==> src/rtl/fc_mac_sequencer.sv <==
// rtl/fc_mac_sequencer.sv - single-MAC sequencer for one fully connected layer
// Walks the flattened input once per output channel and streams one saturated result per channel.
module fc_mac_sequencer #(
  parameter int INPUT_SIZE      = 5,
  parameter int INPUT_CHANNELS  = 3,
  parameter int OUTPUT_CHANNELS = 3,
  parameter int PX_SIZE         = 8,
  parameter int RELU            = 0,
  localparam int N  = INPUT_SIZE * INPUT_SIZE * INPUT_CHANNELS,
  localparam int AW = (N > 1) ? $clog2(N) : 1,
  localparam int WW = (N * OUTPUT_CHANNELS > 1) ? $clog2(N * OUTPUT_CHANNELS) : 1,
  localparam int CW = (OUTPUT_CHANNELS > 1) ? $clog2(OUTPUT_CHANNELS) : 1
) (
  input  logic               clk,
  input  logic               rst,
  input  logic               start,
  output logic               busy,
  output logic               done,
  output logic [AW-1:0]      px_addr,
  input  logic [PX_SIZE-1:0] px_data,
  output logic [WW-1:0]      wt_addr,
  input  logic [PX_SIZE-1:0] wt_data,
  output logic [CW-1:0]      bias_addr,
  input  logic [PX_SIZE-1:0] bias_data,
  output logic               out_valid,
  input  logic               out_ready,
  output logic [PX_SIZE-1:0] out_data,
  output logic [CW-1:0]      out_chan
);

  localparam int ACC_SIZE = 2 * PX_SIZE + AW + 1;

  localparam logic [2:0] S_IDLE  = 3'd0;
  localparam logic [2:0] S_ISSUE = 3'd1;
  localparam logic [2:0] S_FLUSH = 3'd2;
  localparam logic [2:0] S_EMIT  = 3'd3;
  localparam logic [2:0] S_DONE  = 3'd4;

  localparam logic signed [ACC_SIZE-1:0] MAXV =
    {{(ACC_SIZE-PX_SIZE+1){1'b0}}, {(PX_SIZE-1){1'b1}}};
  localparam logic signed [ACC_SIZE-1:0] MINV =
    {{(ACC_SIZE-PX_SIZE+1){1'b1}}, {(PX_SIZE-1){1'b0}}};

  logic [2:0]                 state;
  logic [AW-1:0]              k;
  logic [CW-1:0]              c;
  logic [WW-1:0]              wt_addr_r;
  logic                       vld;
  logic signed [ACC_SIZE-1:0] acc;
  logic [PX_SIZE-1:0]         out_data_r;

  logic signed [2*PX_SIZE-1:0] prod;
  logic signed [ACC_SIZE-1:0]  prod_ext;
  logic signed [ACC_SIZE-1:0]  bias_ext;
  logic signed [ACC_SIZE-1:0]  acc_next;
  logic signed [ACC_SIZE-1:0]  res;
  logic [PX_SIZE-1:0]          sat;

  assign prod     = $signed(px_data) * $signed(wt_data);
  assign prod_ext = {{(ACC_SIZE-2*PX_SIZE){prod[2*PX_SIZE-1]}}, prod};
  assign bias_ext = {{(ACC_SIZE-PX_SIZE){bias_data[PX_SIZE-1]}}, bias_data};
  // The last product lands while in FLUSH, so bias is folded into that same add.
  assign acc_next = acc + prod_ext + ((state == S_FLUSH) ? bias_ext : '0);

  always_comb begin
    res = acc;
    if (RELU != 0 && res[ACC_SIZE-1]) res = '0;
    if (res > MAXV)      sat = MAXV[PX_SIZE-1:0];
    else if (res < MINV) sat = MINV[PX_SIZE-1:0];
    else                 sat = res[PX_SIZE-1:0];
  end

  always_ff @(posedge clk) begin
    if (rst) begin
      state      <= S_IDLE;
      k          <= '0;
      c          <= '0;
      wt_addr_r  <= '0;
      vld        <= 1'b0;
      acc        <= '0;
      out_data_r <= '0;
    end else begin
      // Read data trails the address by one cycle.
      vld <= (state == S_ISSUE);
      if (vld) acc <= acc_next;
      case (state)
        S_IDLE: begin
          if (start) begin
            state     <= S_ISSUE;
            k         <= '0;
            c         <= '0;
            wt_addr_r <= '0;
            acc       <= '0;
          end
        end
        S_ISSUE: begin
          if (k == AW'(N - 1)) begin
            state <= S_FLUSH;
          end else begin
            k         <= k + AW'(1);
            wt_addr_r <= wt_addr_r + WW'(1);
          end
        end
        S_FLUSH: begin
          if (!vld) begin
            out_data_r <= sat;
            state      <= S_EMIT;
          end
        end
        S_EMIT: begin
          if (out_ready) begin
            if (c == CW'(OUTPUT_CHANNELS - 1)) begin
              state <= S_DONE;
            end else begin
              // Weights are laid out channel-major, so the next channel is just the next word.
              c         <= c + CW'(1);
              k         <= '0;
              wt_addr_r <= wt_addr_r + WW'(1);
              acc       <= '0;
              state     <= S_ISSUE;
            end
          end
        end
        S_DONE:  state <= S_IDLE;
        default: state <= S_IDLE;
      endcase
    end
  end

  assign busy      = (state != S_IDLE);
  assign done      = (state == S_DONE);
  assign out_valid = (state == S_EMIT);
  assign px_addr   = k;
  assign wt_addr   = wt_addr_r;
  assign bias_addr = c;
  assign out_chan  = c;
  assign out_data  = out_data_r;

endmodule

==> config.mk <==
export PLATFORM = sky130hd
export DESIGN_NAME = fc_mac_sequencer
export DESIGN_NICKNAME = d
export VERILOG_FILES = /design/src/rtl/fc_mac_sequencer.sv
export SDC_FILE = /design/constraint.sdc
export NUM_CORES = 1
export LEC_CHECK = 0
export ABC_AREA = 1
export BUFFER_PORTS_ARGS = -buffer_cell sky130_fd_sc_hd__buf_2
export CAP_MARGIN = 20
export CORE_MARGIN = 10
export CORE_UTILIZATION = 39
export CTS_BUF_LIST = sky130_fd_sc_hd__clkbuf_4 sky130_fd_sc_hd__clkbuf_8 sky130_fd_sc_hd__clkbuf_16
export CTS_CLUSTER_DIAMETER = 120
export DETAILED_ROUTE_END_ITERATION = 12
export PLACE_DENSITY = 0.68
export SYNTH_ARGS = -nofsm -noshare
export SYNTH_HDL_FRONTEND = slang
export SYNTH_SLANG_ARGS = --single-unit
==> constraint.sdc <==
create_clock -name clk -period 6.69 [get_ports clk]
set_input_delay 0.669 -clock clk [delete_from_list [all_inputs] [get_ports clk]]
set_output_delay 0.669 -clock clk [all_outputs]
set_load 0.01 [all_outputs]
==> results.cfg, run 1 <==
[global_route]
grt_max_degree = 32
grt_pass1_vias = 6066
grt_pass1_wl_um = 28100
grt_overflow = 0
grt_antenna_before_repair = 0
grtUsageTotal_pct = 13.7

[critical_path]
cp-start-kind = primary input
arrival_ns = 6.51
crit_fanout = 8
critPathMaxStageDelay_ns = 0.54
cp_top_family = adder cells
required_ns = 6.88
endpoint_kind = flip-flop
cp_slowest_cell = fa_1
critical_path_class = primary input to flip-flop
crit_buf_inv = 10
cp_common_cell = inv_1

[die]
rows = 48
die_area_um2 = 23600
initial_core_util_pct = 40.1
coreArea_um2 = 17400
die_h_um = 154
fp.dieW_um = 154
ios = 58

[logic_synthesis]
synth-async-reset-ratio_pct = 0
syn_avg_cell_area_um2 = 6.82
yosys_warnings = 0
ys_types = 33
postSynthCellCount = 1019
syn_area_um2 = 6950
synth_seq_cells = 53
synthFlopType = dfxtp_1
synth_edf_count = 0
synthesis.nets = 1181
ys_seq_area_share_pct = 15.3

[detailed_routing]
drc = 0
vias = 6165
first_iter_violations = 352
post_drt_wl_per_cell_um = 12.3
drt_wl_total_um = 16000
avgViaCountPerCell = 4.75
antenna_left = 0
drtPass1Iterations = 5

[clocking]
cts_buffers = 5
clk_latency_ns = 0.29
cts.sinks = 53
clockBufferDepth = 2
htree_levels = 2
path_clk_slew_ns = 0.07
cts-root-buf = clkbuf_16
cts_tree = yes

[final_layout]
nNetsFinal = 1235
final_common_cell = inv_1
final_util_pct = 45.1
drive_gt1_share_pct = 11.4
nFillCells = 1785
n_antenna_cell = 0
layout_common_cells = inv_1, nand2_1, fa_1
syn_to_final_growth_pct = 12.6

[timing]
tns_ns = 0
fin_skew_ns = 0.0112
slew_violations = 0
timing.final.crit_share_pct = 94.5
tightest_slew_ns = 0.971
hold_violations = 0
max-slew-margin-rel_pct = 35.2
setup_violations = 0
timing.hold.ws_ns = 0.460
fin_ws_ns = 0.370
post-route-min-period_ns = 6.32
fmax_mhz = 158

[status]
outcome = finished clean

[place]
dp_hpwl_um = 13400
io_buffer_count = 57
place_ws_ns = -0.101
gp_congestion = 0.929

[run]
cap_violations = 0

[min_path]
hold_class = flip-flop to flip-flop
==> sequential cells by signal, indices dropped and copies added (netlist names) <==
| name | flops |
|---|---|
| out_data | 8 |
| bias_addr | 2 |
| wt_addr | 8 |
| acc | 24 |
| px_addr | 7 |
| vld | 1 |
| state | 3 |
==> cells by family after synthesis <==
kind of cell    share of synthesized area [%]
xor+xnor                                 2.77
buf+inv                                  17.1
flops                                    15.3
fa+ha+maj                                32.6
compound gates                           10.4
simple gates                             21.7
==> synth_stat cells, types with 2 or more instances <==
library cell    n  share of area [%]
buf_4           2               0.22
nor4_1          8               0.72
o22ai_1         2               0.18
nor2_2          2               0.18
and3_1          2               0.18
xor2_1         13                1.6
nor3_1          7               0.50
clkbuf_1       23                1.2
inv_2           4               0.22
nor3b_1         2               0.22
nand3_2         2               0.29
inv_1         285                 15
o41ai_1         2               0.25
or2_2           3               0.27
a211oi_1        9               0.97
xnor2_1         9                1.1
nand4_1        12                1.1
nand3_1        32                2.3
o21bai_1        3               0.32
o21ai_0        36                2.6
a21oi_1        72                5.2
fa_1           79                 23
nand2_1       220                 12
dfxtp_1        53                 15
o211ai_1        4               0.43
ha_1           55                9.9
nor2_1         72                3.9
==> through the flow <==
stage | instance area, um2 | instances
floorplan | 6950 | 1019
global placement | 7510 | 1288
detailed placement | 7510 | 1288
CTS | 7660 | 1296
global route | 7830 | 1299
finish | 7830 | 1299
==> what timing repair did <==
action / in CTS / in global routing
setup endpoints to repair: 0 / 8
hold buffers: 0 / 0
setup buffers: 0 / 2
resized for setup: 0 / 32
==> area by class of cell <==
type	instances	area, um2	area share (%)
inverters	289	1090	13.9
flip-flops and latches	53	1060	13.6
clock inverters	2	13.8	0.176
clock buffers	6	133	1.69
well taps	225	282	3.60
repair buffers	73	430	5.50
multi-input cells	651	4820	61.6
==> per-layer routing <==
layer	part of all wire [%]	track usage, %	up-vias
met5	0	0	-
met4	0.76	1.80	0
met3	5.7	2.51	14
met2	47	22.8	142
met1	46	18.5	2841
li1	-	-	3168
==> final timing paths <==
path / startpoint / to / slack, ns / cells after the start
worst min-delay path: wt_addr[7] / wt_addr[7] / 0.46 / 2
worst min register to register: wt_addr[7] / wt_addr[7] / 0.46 / 2
worst max register to register: state[2] / acc[23] / 2.68 / 22
worst max-delay path: wt_data[4] / acc[21] / 0.37 / 31
==> worst min-delay path, delay by kind of cell (launching register included) <==
family / cells / cell delay (ns)
buf+inv: 1 / 0.05
flops: 1 / 0.32
compound gates: 1 / 0.05
Power of run 1 is not shown: default switching activity piles up to over one toggle a cycle in this logic, so the estimate is an artifact.
==> run 2, diff against run 1 <==
CORE_UTILIZATION = 35   (was 39)
PLACE_DENSITY = 0.63   (was 0.68)
==> run 2 against run 1 <==
Net effect:
- core utilization fell by 4.6 points
- sequential share of layout area fell by 0.14 points
- via count rose by 0.49%
- maximum frequency rose by 0.13%
- die area rose by 9.9%
- routed wire length rose by 1.9%
- clock skew fell by 0.0063 ns
- highest routed layer unchanged
- worst hold slack got worse by 0.0016 ns
- final cell count rose by 3.4%
- critical endpoint is now acc[22]
- flip-flop and latch count did not move
- critical path type unchanged
- critical path depth rose by 3
==> results.cfg, run 2 (synthesized netlist as in run 1, its figures left out) <==
[status]
outcome = finished clean

[die]
ios = 58
die_area_um2 = 25900
rows = 51
coreArea_um2 = 19500
die_h_um = 161
fp.dieW_um = 161
initial_core_util_pct = 35.6

[timing]
slew_violations = 0
timing.hold.ws_ns = 0.459
fin_skew_ns = 0.00491
setup_violations = 0
tightest_slew_ns = 1.02
post-route-min-period_ns = 6.31
timing.final.crit_share_pct = 94.3
hold_violations = 0
max-slew-margin-rel_pct = 31.6
fmax_mhz = 158
tns_ns = 0

[clocking]
cts_buffers = 5
cts-root-buf = clkbuf_16
path_clk_slew_ns = 0.07
htree_levels = 2
cts_hold_buf = 0
clockBufferDepth = 2
cts.sinks = 53
clk_latency_ns = 0.30
cts_tree = yes

[global_route]
grt_overflow = 0
grt_pass1_wl_um = 28400
grt_antenna_before_repair = 0
grt_max_degree = 32
grtUsageTotal_pct = 12.8
grt_pass1_vias = 6053

[final_layout]
final_cells = 1343
layout_common_cells = inv_1, nand2_1, fa_1
nNetsFinal = 1239
largest_reg_flops = 24
nFillCells = 2075
drive_gt1_share_pct = 11.8
syn_to_final_growth_pct = 13.8
n_antenna_cell = 0
final_common_cell = inv_1
max_flop_register = acc

[critical_path]
endpoint_kind = flip-flop
critical_path_class = primary input to flip-flop
cp-start-kind = primary input
reg2reg_slack_ns = 2.32
crit_fanout = 6
cp_top_family = adder cells
arrival_ns = 6.51
cp_slowest_cell = fa_1
crit_buf_inv = 11
required_ns = 6.89
critPathMaxStageDelay_ns = 0.54
cp_common_cell = nand2_1

[detailed_routing]
antenna_left = 0
first_iter_violations = 394
post_drt_wl_per_cell_um = 12.1
drtPass1Iterations = 5
drc = 0
drt_wl_total_um = 16300
avgViaCountPerCell = 4.61
vias = 6195

[place]
dp_hpwl_um = 13700
dp_cells = 1334
gp_congestion = 0.903
io_buffer_count = 57

[min_path]
hold_class = flip-flop to flip-flop

[run]
cap_violations = 0
-- run 2: changes by cell type in the layout (fill, tap and decap cells not counted), sizes merged --
cell	previous run	this run
buf	71	77
clkbuf	8	6
clkinvlp	1	0
inv	289	290
-- run 2: path summary, 6_finish.rpt --
path	start	to	cells after the start
worst min-delay path	wt_addr[7]	wt_addr[7]	2
worst max-delay path	wt_data[7]	acc[22]	34
worst max register to register	state[2]	acc[11]	14
worst min register to register	wt_addr[7]	wt_addr[7]	2
-- run 2: cell type report --
cell class	count	area (um2)	area share, %
flip-flops and latches	53	1060	13.4
clock buffers	6	133	1.68
clock inverters	2	13.8	0.174
inverters	289	1080	13.7
well taps	265	332	4.19
repair buffers	77	448	5.66
multi-input cells	651	4840	61.2
-- run 2: worst reg2reg max path: cells and delay by family, from the launching register on --
kind / cells / cell delay (ns)
AND/OR/NAND/NOR: 3 / 1.40
adder cells (fa/ha/maj): 2 / 1.12
flip-flops: 1 / 0.33
AO/OA/AOI/OAI: 5 / 1.04
buffers and inverters: 3 / 0.22
XOR/XNOR: 1 / 0.16
-- run 2: timing repair --
| action | in CTS | in global routing |
|---|---|---|
| endpoints found under the setup margin | 0 | 8 |
| buffers inserted | 0 | 1 |
| gates resized for setup | 0 | 33 |
-- run 2: per-layer routing --
metal | GRT usage [%] | vias up | wire length (um)
met1 | 17.2 | 2873 | 7710
met5 | 0 | - | 0
met2 | 21.5 | 137 | 7740
met4 | 2.52 | 0 | 148
met3 | 1.61 | 11 | 710
li1 | - | 3174 | -
-- run 2: metrics by stage --
| step | utilization [%] | worst slack [ns] | area (um2) |
|---|---|---|---|
| 2_1_floorplan | - | 0.278 | 6950 |
| 3_3_place_gp | 39.0 | 0.0124 | 7620 |
| 3_5_place_dp | 39.0 | -0.0584 | 7620 |
| 4_1_cts | 39.8 | 0.263 | 7760 |
| 5_1_grt | 40.5 | -0.00759 | 7910 |
| 6_report | 40.5 | 0.378 | 7910 |
Power of run 2 is left out for the same reason.
